[src/rtl/cdb_slot_scheduler_if.sv]
// Issue-queue / CDB-mux handshake bundle for cdb_slot_scheduler.
// The master side is the issue queues plus the CDB mux; the slave side is the scheduler.
interface cdb_slot_scheduler_if;
   logic       ready_int;
   logic       ready_mem;
   logic       ready_mult;
   logic       ready_div;
   logic       div_busy;
   logic       issue_int;
   logic       issue_mem;
   logic       issue_mult;
   logic       issue_div;
   logic [1:0] cdb_owner;
   logic       cdb_owner_valid;

   modport master (
      output ready_int, ready_mem, ready_mult, ready_div, div_busy,
      input  issue_int, issue_mem, issue_mult, issue_div,
      input  cdb_owner, cdb_owner_valid
   );

   modport slave (
      input  ready_int, ready_mem, ready_mult, ready_div, div_busy,
      output issue_int, issue_mem, issue_mult, issue_div,
      output cdb_owner, cdb_owner_valid
   );
endinterface

[src/rtl/cdb_slot_scheduler.sv]
// Issue scheduler that reserves future CDB cycles in one shift register so results never collide.
// Optional stall counter is enabled with `define ISSUE_PERF_CNT_EN.
module cdb_slot_scheduler #(
   parameter int unsigned MULT_LAT = 4,
   parameter int unsigned DIV_LAT  = 7
) (
   input  logic                 clk,
   input  logic                 rst,
   cdb_slot_scheduler_if.slave  sched,
   output logic [DIV_LAT-1:0]   slot_map,
   output logic [15:0]          stall_cnt
);

   localparam int unsigned CNT_W = 4;
   localparam logic [1:0]  OWN_INT  = 2'd0;
   localparam logic [1:0]  OWN_MEM  = 2'd1;
   localparam logic [1:0]  OWN_MULT = 2'd2;
   localparam logic [1:0]  OWN_DIV  = 2'd3;

   typedef struct packed {
      logic       valid;
      logic [1:0] owner;
   } res_t;

   res_t             res_q [DIV_LAT];
   res_t             res_d [DIV_LAT];
   logic             rr_q;
   logic             rr_d;
   logic [CNT_W-1:0] div_cnt_q;
   logic [CNT_W-1:0] div_cnt_d;
   logic             lat1_free;
   logic             gnt_int;
   logic             gnt_mem;
   logic             gnt_mult;
   logic             gnt_div;

   // Grants: rr breaks the int/mem tie; every grant is suppressed during reset.
   always_comb begin
      lat1_free = !res_q[1].valid;
      gnt_int   = !rst && lat1_free && sched.ready_int &&
                  (!sched.ready_mem || !rr_q);
      gnt_mem   = !rst && lat1_free && sched.ready_mem &&
                  (!sched.ready_int || rr_q);
      gnt_mult  = !rst && sched.ready_mult && !res_q[MULT_LAT].valid;
      gnt_div   = !rst && sched.ready_div && !sched.div_busy &&
                  (div_cnt_q == '0);
   end

   assign sched.issue_int  = gnt_int;
   assign sched.issue_mem  = gnt_mem;
   assign sched.issue_mult = gnt_mult;
   assign sched.issue_div  = gnt_div;

   // Shift reservations one slot toward the bus, then book the slots for this cycle's grants.
   always_comb begin
      for (int unsigned k = 0; k < DIV_LAT - 1; k++) begin
         res_d[k] = res_q[k+1];
      end
      res_d[DIV_LAT-1] = '0;
      if (gnt_int) begin
         res_d[0] = res_t'{valid: 1'b1, owner: OWN_INT};
      end else if (gnt_mem) begin
         res_d[0] = res_t'{valid: 1'b1, owner: OWN_MEM};
      end
      if (gnt_mult) begin
         res_d[MULT_LAT-1] = res_t'{valid: 1'b1, owner: OWN_MULT};
      end
      if (gnt_div) begin
         res_d[DIV_LAT-1] = res_t'{valid: 1'b1, owner: OWN_DIV};
      end

      rr_d = rr_q;
      if (gnt_int) begin
         rr_d = 1'b1;
      end else if (gnt_mem) begin
         rr_d = 1'b0;
      end

      // div_cnt covers the gap before the divider raises div_busy.
      div_cnt_d = div_cnt_q;
      if (gnt_div) begin
         div_cnt_d = CNT_W'(DIV_LAT - 1);
      end else if (div_cnt_q != '0) begin
         div_cnt_d = div_cnt_q - CNT_W'(1);
      end
   end

   always_ff @(posedge clk or posedge rst) begin
      if (rst) begin
         for (int unsigned k = 0; k < DIV_LAT; k++) begin
            res_q[k] <= '0;
         end
         rr_q      <= 1'b0;
         div_cnt_q <= '0;
      end else begin
         for (int unsigned k = 0; k < DIV_LAT; k++) begin
            res_q[k] <= res_d[k];
         end
         rr_q      <= rr_d;
         div_cnt_q <= div_cnt_d;
      end
   end

   assign sched.cdb_owner       = res_q[0].owner;
   assign sched.cdb_owner_valid = res_q[0].valid;

   always_comb begin
      for (int unsigned k = 0; k < DIV_LAT; k++) begin
         slot_map[k] = res_q[k].valid;
      end
   end

`ifdef ISSUE_PERF_CNT_EN
   logic        any_ready;
   logic        any_issue;
   logic [15:0] stall_q;

   assign any_ready = sched.ready_int | sched.ready_mem | sched.ready_mult | sched.ready_div;
   assign any_issue = gnt_int | gnt_mem | gnt_mult | gnt_div;

   // Saturating count of cycles where work was waiting but nothing issued.
   always_ff @(posedge clk or posedge rst) begin
      if (rst) begin
         stall_q <= '0;
      end else if (any_ready && !any_issue && (stall_q != 16'hFFFF)) begin
         stall_q <= stall_q + 16'd1;
      end
   end

   assign stall_cnt = stall_q;
`else
   assign stall_cnt = 16'h0000;
`endif

endmodule

[src/flat_wrapper.sv]
// flat-port wrapper written by rule: the top's interface ports become plain ports
module cdb_slot_scheduler_flat 
#(
   parameter int unsigned MULT_LAT = 4,
   parameter int unsigned DIV_LAT  = 7
)
  (clk, rst, slot_map, stall_cnt, sched_ready_int, sched_ready_mem, sched_ready_mult, sched_ready_div, sched_div_busy, sched_issue_int, sched_issue_mem, sched_issue_mult, sched_issue_div, sched_cdb_owner, sched_cdb_owner_valid);
  cdb_slot_scheduler_if sched_i ();
  input  logic clk;
  input  logic rst;
  output logic [DIV_LAT-1:0] slot_map;
  output logic [15:0] stall_cnt;
  input wire logic [$bits(sched_i.ready_int)-1:0] sched_ready_int;
  input wire logic [$bits(sched_i.ready_mem)-1:0] sched_ready_mem;
  input wire logic [$bits(sched_i.ready_mult)-1:0] sched_ready_mult;
  input wire logic [$bits(sched_i.ready_div)-1:0] sched_ready_div;
  input wire logic [$bits(sched_i.div_busy)-1:0] sched_div_busy;
  output wire logic [$bits(sched_i.issue_int)-1:0] sched_issue_int;
  output wire logic [$bits(sched_i.issue_mem)-1:0] sched_issue_mem;
  output wire logic [$bits(sched_i.issue_mult)-1:0] sched_issue_mult;
  output wire logic [$bits(sched_i.issue_div)-1:0] sched_issue_div;
  output wire logic [$bits(sched_i.cdb_owner)-1:0] sched_cdb_owner;
  output wire logic [$bits(sched_i.cdb_owner_valid)-1:0] sched_cdb_owner_valid;
  assign sched_i.ready_int = sched_ready_int;
  assign sched_i.ready_mem = sched_ready_mem;
  assign sched_i.ready_mult = sched_ready_mult;
  assign sched_i.ready_div = sched_ready_div;
  assign sched_i.div_busy = sched_div_busy;
  assign sched_issue_int = sched_i.issue_int;
  assign sched_issue_mem = sched_i.issue_mem;
  assign sched_issue_mult = sched_i.issue_mult;
  assign sched_issue_div = sched_i.issue_div;
  assign sched_cdb_owner = sched_i.cdb_owner;
  assign sched_cdb_owner_valid = sched_i.cdb_owner_valid;
  cdb_slot_scheduler #(.MULT_LAT(MULT_LAT), .DIV_LAT(DIV_LAT)) u_core (.clk(clk), .rst(rst), .sched(sched_i), .slot_map(slot_map), .stall_cnt(stall_cnt));
endmodule
[config.mk]
export PLATFORM = sky130hd
export DESIGN_NAME = cdb_slot_scheduler_flat
export DESIGN_NICKNAME = d
export VERILOG_FILES = /design/src/rtl/cdb_slot_scheduler_if.sv /design/src/rtl/cdb_slot_scheduler.sv /design/src/flat_wrapper.sv
export SDC_FILE = /design/constraint.sdc
export NUM_CORES = 1
export LEC_CHECK = 0
export ABC_CLOCK_PERIOD_IN_PS = 1800
export BUFFER_PORTS_ARGS = -buffer_cell sky130_fd_sc_hd__buf_2
export CAP_MARGIN = 20
export CORE_MARGIN = 2
export CORE_UTILIZATION = 45
export CTS_CLUSTER_SIZE = 40
export DETAILED_ROUTE_END_ITERATION = 10
export PLACE_DENSITY = 0.76
export SETUP_SLACK_MARGIN = 0.02
export SLEW_MARGIN = 10
export SYNTH_ARGS = -nofsm -noshare
export SYNTH_HDL_FRONTEND = slang
export SYNTH_SLANG_ARGS = --single-unit
[constraint.sdc]
create_clock -name clk -period 1.8 [get_ports clk]
set_input_delay 0.54 -clock clk [delete_from_list [all_inputs] [get_ports clk]]
set_output_delay 0.54 -clock clk [all_outputs]
set_load 0.1 [all_outputs]
==> impl_metrics.tcl <==
set metrics [dict create \
    startpoint_type "flop" \
    yosysUniqueCellTypes 24 \
    cellPowerDensity_mw_per_mm2 1347 \
    die_h_um 47.71 \
    drt_iter0_drc 3 \
    syn-mean-instance-area_um2 11.94 \
    setup.worst_path.end_class "output port" \
    worst_ir_drop_vdd_mv 0.7524 \
    synth_area_um2 859.6 \
    gp_congestion 0.7263 \
    clk_latency_ps 290 \
    path_max_fanout 2 \
    grt_use_total_pct 12.58 \
    dieWidth_um 47.71 \
    drc 0 \
    hold_buffers 0 \
    cts_tree "built" \
    rows 15 \
    final.min_clock_period_ps 2154 \
    power_frac_seq_pct 34.4 \
    area_growth_pct 27.22 \
    drt-total-wl_mm 1.209 \
    grt_pass1_vias 440 \
    power.leakage_nw 0.5565 \
    switching_share_pct 45.42 \
    min_period_over_period_pct 119.7 \
    clock_skew_ps 6.518 \
    grt_pass1_wl_mm 1.911 \
    final_util_pct 61.99 \
    synth_top_area_share_pct 49.49 \
    die_area_mm2 0.002276 \
    fin_ws_ps -354.4 \
    p_int_mw 0.8038 \
    ctsHtreeMaxLevel 1 \
    num_antenna_cells 0 \
    antenna_found_initial 0 \
    cts_root_buf "clkbuf_4" \
    clkTransAtPathRegs_ps 100 \
    max_cap_viol_count 0 \
    ys_seq_elements 17 \
    worst_ep_required_time_ps 1260 \
    arrival_ps 1610 \
    io_pins 37 \
    hp-class "in -> async" \
    finalSetupTns_ps -536.3 \
    ys_top_cells_by_area "dfrtp_1 49%, buf_4 22%, a2111oi_4 6.4%" \
    syn-instance-count 72 \
    violations "negative setup slack" \
    vias 501 \
    finalSetupViolations 3 \
    crit_path_start "u_core.div_cnt_q[0]" \
    crit_type "reg -> out" \
    dp_hpwl_um 929.7 \
    via_per_inst 4.107 \
    power_switching_mw 0.6690 \
    cts.sinks 17 \
    core_mm2 0.001764 \
    synth_area_leader_cell "dfrtp_1" \
    rsz0062_at_grt "true" \
    status "finished, violations left" \
    final_cell_mix "16 x conb_1, 15 x dfrtp_1, 14 x buf_2" \
    io_buffers 20 \
    holdWs_ps 358.9 \
    ant_nets 0 \
    p_comb_share_pct 51.6 \
    fmax_mhz 464.2 \
    yosysWarnings 0 \
    ys_seq_area_share_pct 49.49 \
    r2r_start "u_core.div_cnt_q[0]" \
    initial_core_util_pct 48.72 \
    nets 107 \
    mostFrequentLayoutCell "conb_1" \
    drive_gt1_share_pct 55.67 \
    slew_viol_final 0 \
    wl_per_cell_um 9.910 \
    cts_buffers 3 \
    timing_hold_violations_final 0 \
    cts.path.max_buffers 2 \
    first_pass_iters 4 \
    grt_overflow 0 \
    grt_max_degree 18 \
    clockPowerShare_pct 14.0 \
]
## flip-flops by register name, indices dropped and copies added (netlist names)
register / count
u_core.sched.cdb_owner: 2
u_core.res_q: 3
u_core.res_d: 6
u_core.sched.cdb_owner_valid: 1
u_core.div_cnt_q: 4
u_core.rr_q: 1
## path summary, 6_finish.rpt
check	endpoint	slack [ps]	cells after the start
setup / recovery	sched_issue_div	-350	5
hold / removal	u_core.sched.cdb_owner[1]	360	3
setup reg to reg	u_core.div_cnt_q[1]	260	6
hold reg to reg	u_core.res_d[15]	360	0
max in group asynchronous	u_core.res_q[16]	1240	3
min in group clk	u_core.res_d[15]	360	0
## worst max-delay path: stages (launching register included)
cell and delay (ps):
dfrtp_1 400, inv_2 80, ha_4 130, or3b_4 390, nor2b_4 150, buf_12 180
## Yosys cell counts
cell type  number
a21o_1          1
a2111oi_4       2
or3b_4          1
nor2b_1         1
clkbuf_1        2
nor3_1          1
nand2_1         1
inv_1           5
ha_1            2
or3_1           2
mux2i_1         1
xnor2_1         1
inv_2           1
conb_1          1
nor3b_2         1
nor2_1          1
mux2_2          1
dfrtp_1        17
buf_4          25
a21oi_1         1
o21ba_1         1
o21bai_1        1
nand2b_1        1
nor2_4          1
## layout make-up
cell class | count | area, µm²
flip-flops and latches | 17 | 427.9
fillers | 147 | 670.6
clock buffers | 3 | 22.52
repair buffers | 33 | 275.3
inverters | 6 | 26.28
well taps | 25 | 31.28
clock inverters | 1 | 7.507
multi-input cells | 37 | 302.8
## metal layers
metal	GRT usage [%]	wire, µm
met5	0	0
met4	6.486	11
met3	3.396	83
met2	18.93	597
met1	16.63	516
## what timing repair did
action / in CTS / in global routing
resized for setup: 2 / 5
pin swaps: 2 / 0
setup endpoints to repair: 3 / 4
setup buffers: 4 / 0
## kinds of logic (layout without fill, tap and decap cells)
logic type,Yosys count,in the layout,share of synthesized area (%)
AND/OR/NAND/NOR,10,10,8.441
buffers and inverters,33,43,25.33
XOR/XNOR,1,1,1.019
flip-flops,17,17,49.49
multiplexers,2,2,2.474
AO/OA/AOI/OAI,6,6,9.898
adder cells (fa/ha/maj),2,2,2.911
other,1,16,0.4363
## power by group through the flow
stage	sequential, mW	clock [mW]	combinational, mW
3_5_place_dp	0.508	0	0.715
5_1_grt	0.516	0.229	0.812
2_1_floorplan	0.530	0	0.567
4_1_cts	0.503	0.215	0.739
3_3_place_gp	0.506	0	0.703
6_report	0.506	0.206	0.761
## through the flow
step           setup slack, ps  cells  instance area, µm²  power, mW
6_report                -354.4    122                1094      1.473
5_1_grt                 -410.1    122                1094      1.557
4_1_cts                 -397.3    122                1079      1.457
3_5_place_dp            -98.71    114                1017      1.224
2_1_floorplan           -520.3     87               938.4      1.096
3_3_place_gp            -85.94    114                1017      1.209
Power figures use the tool's default switching activity.
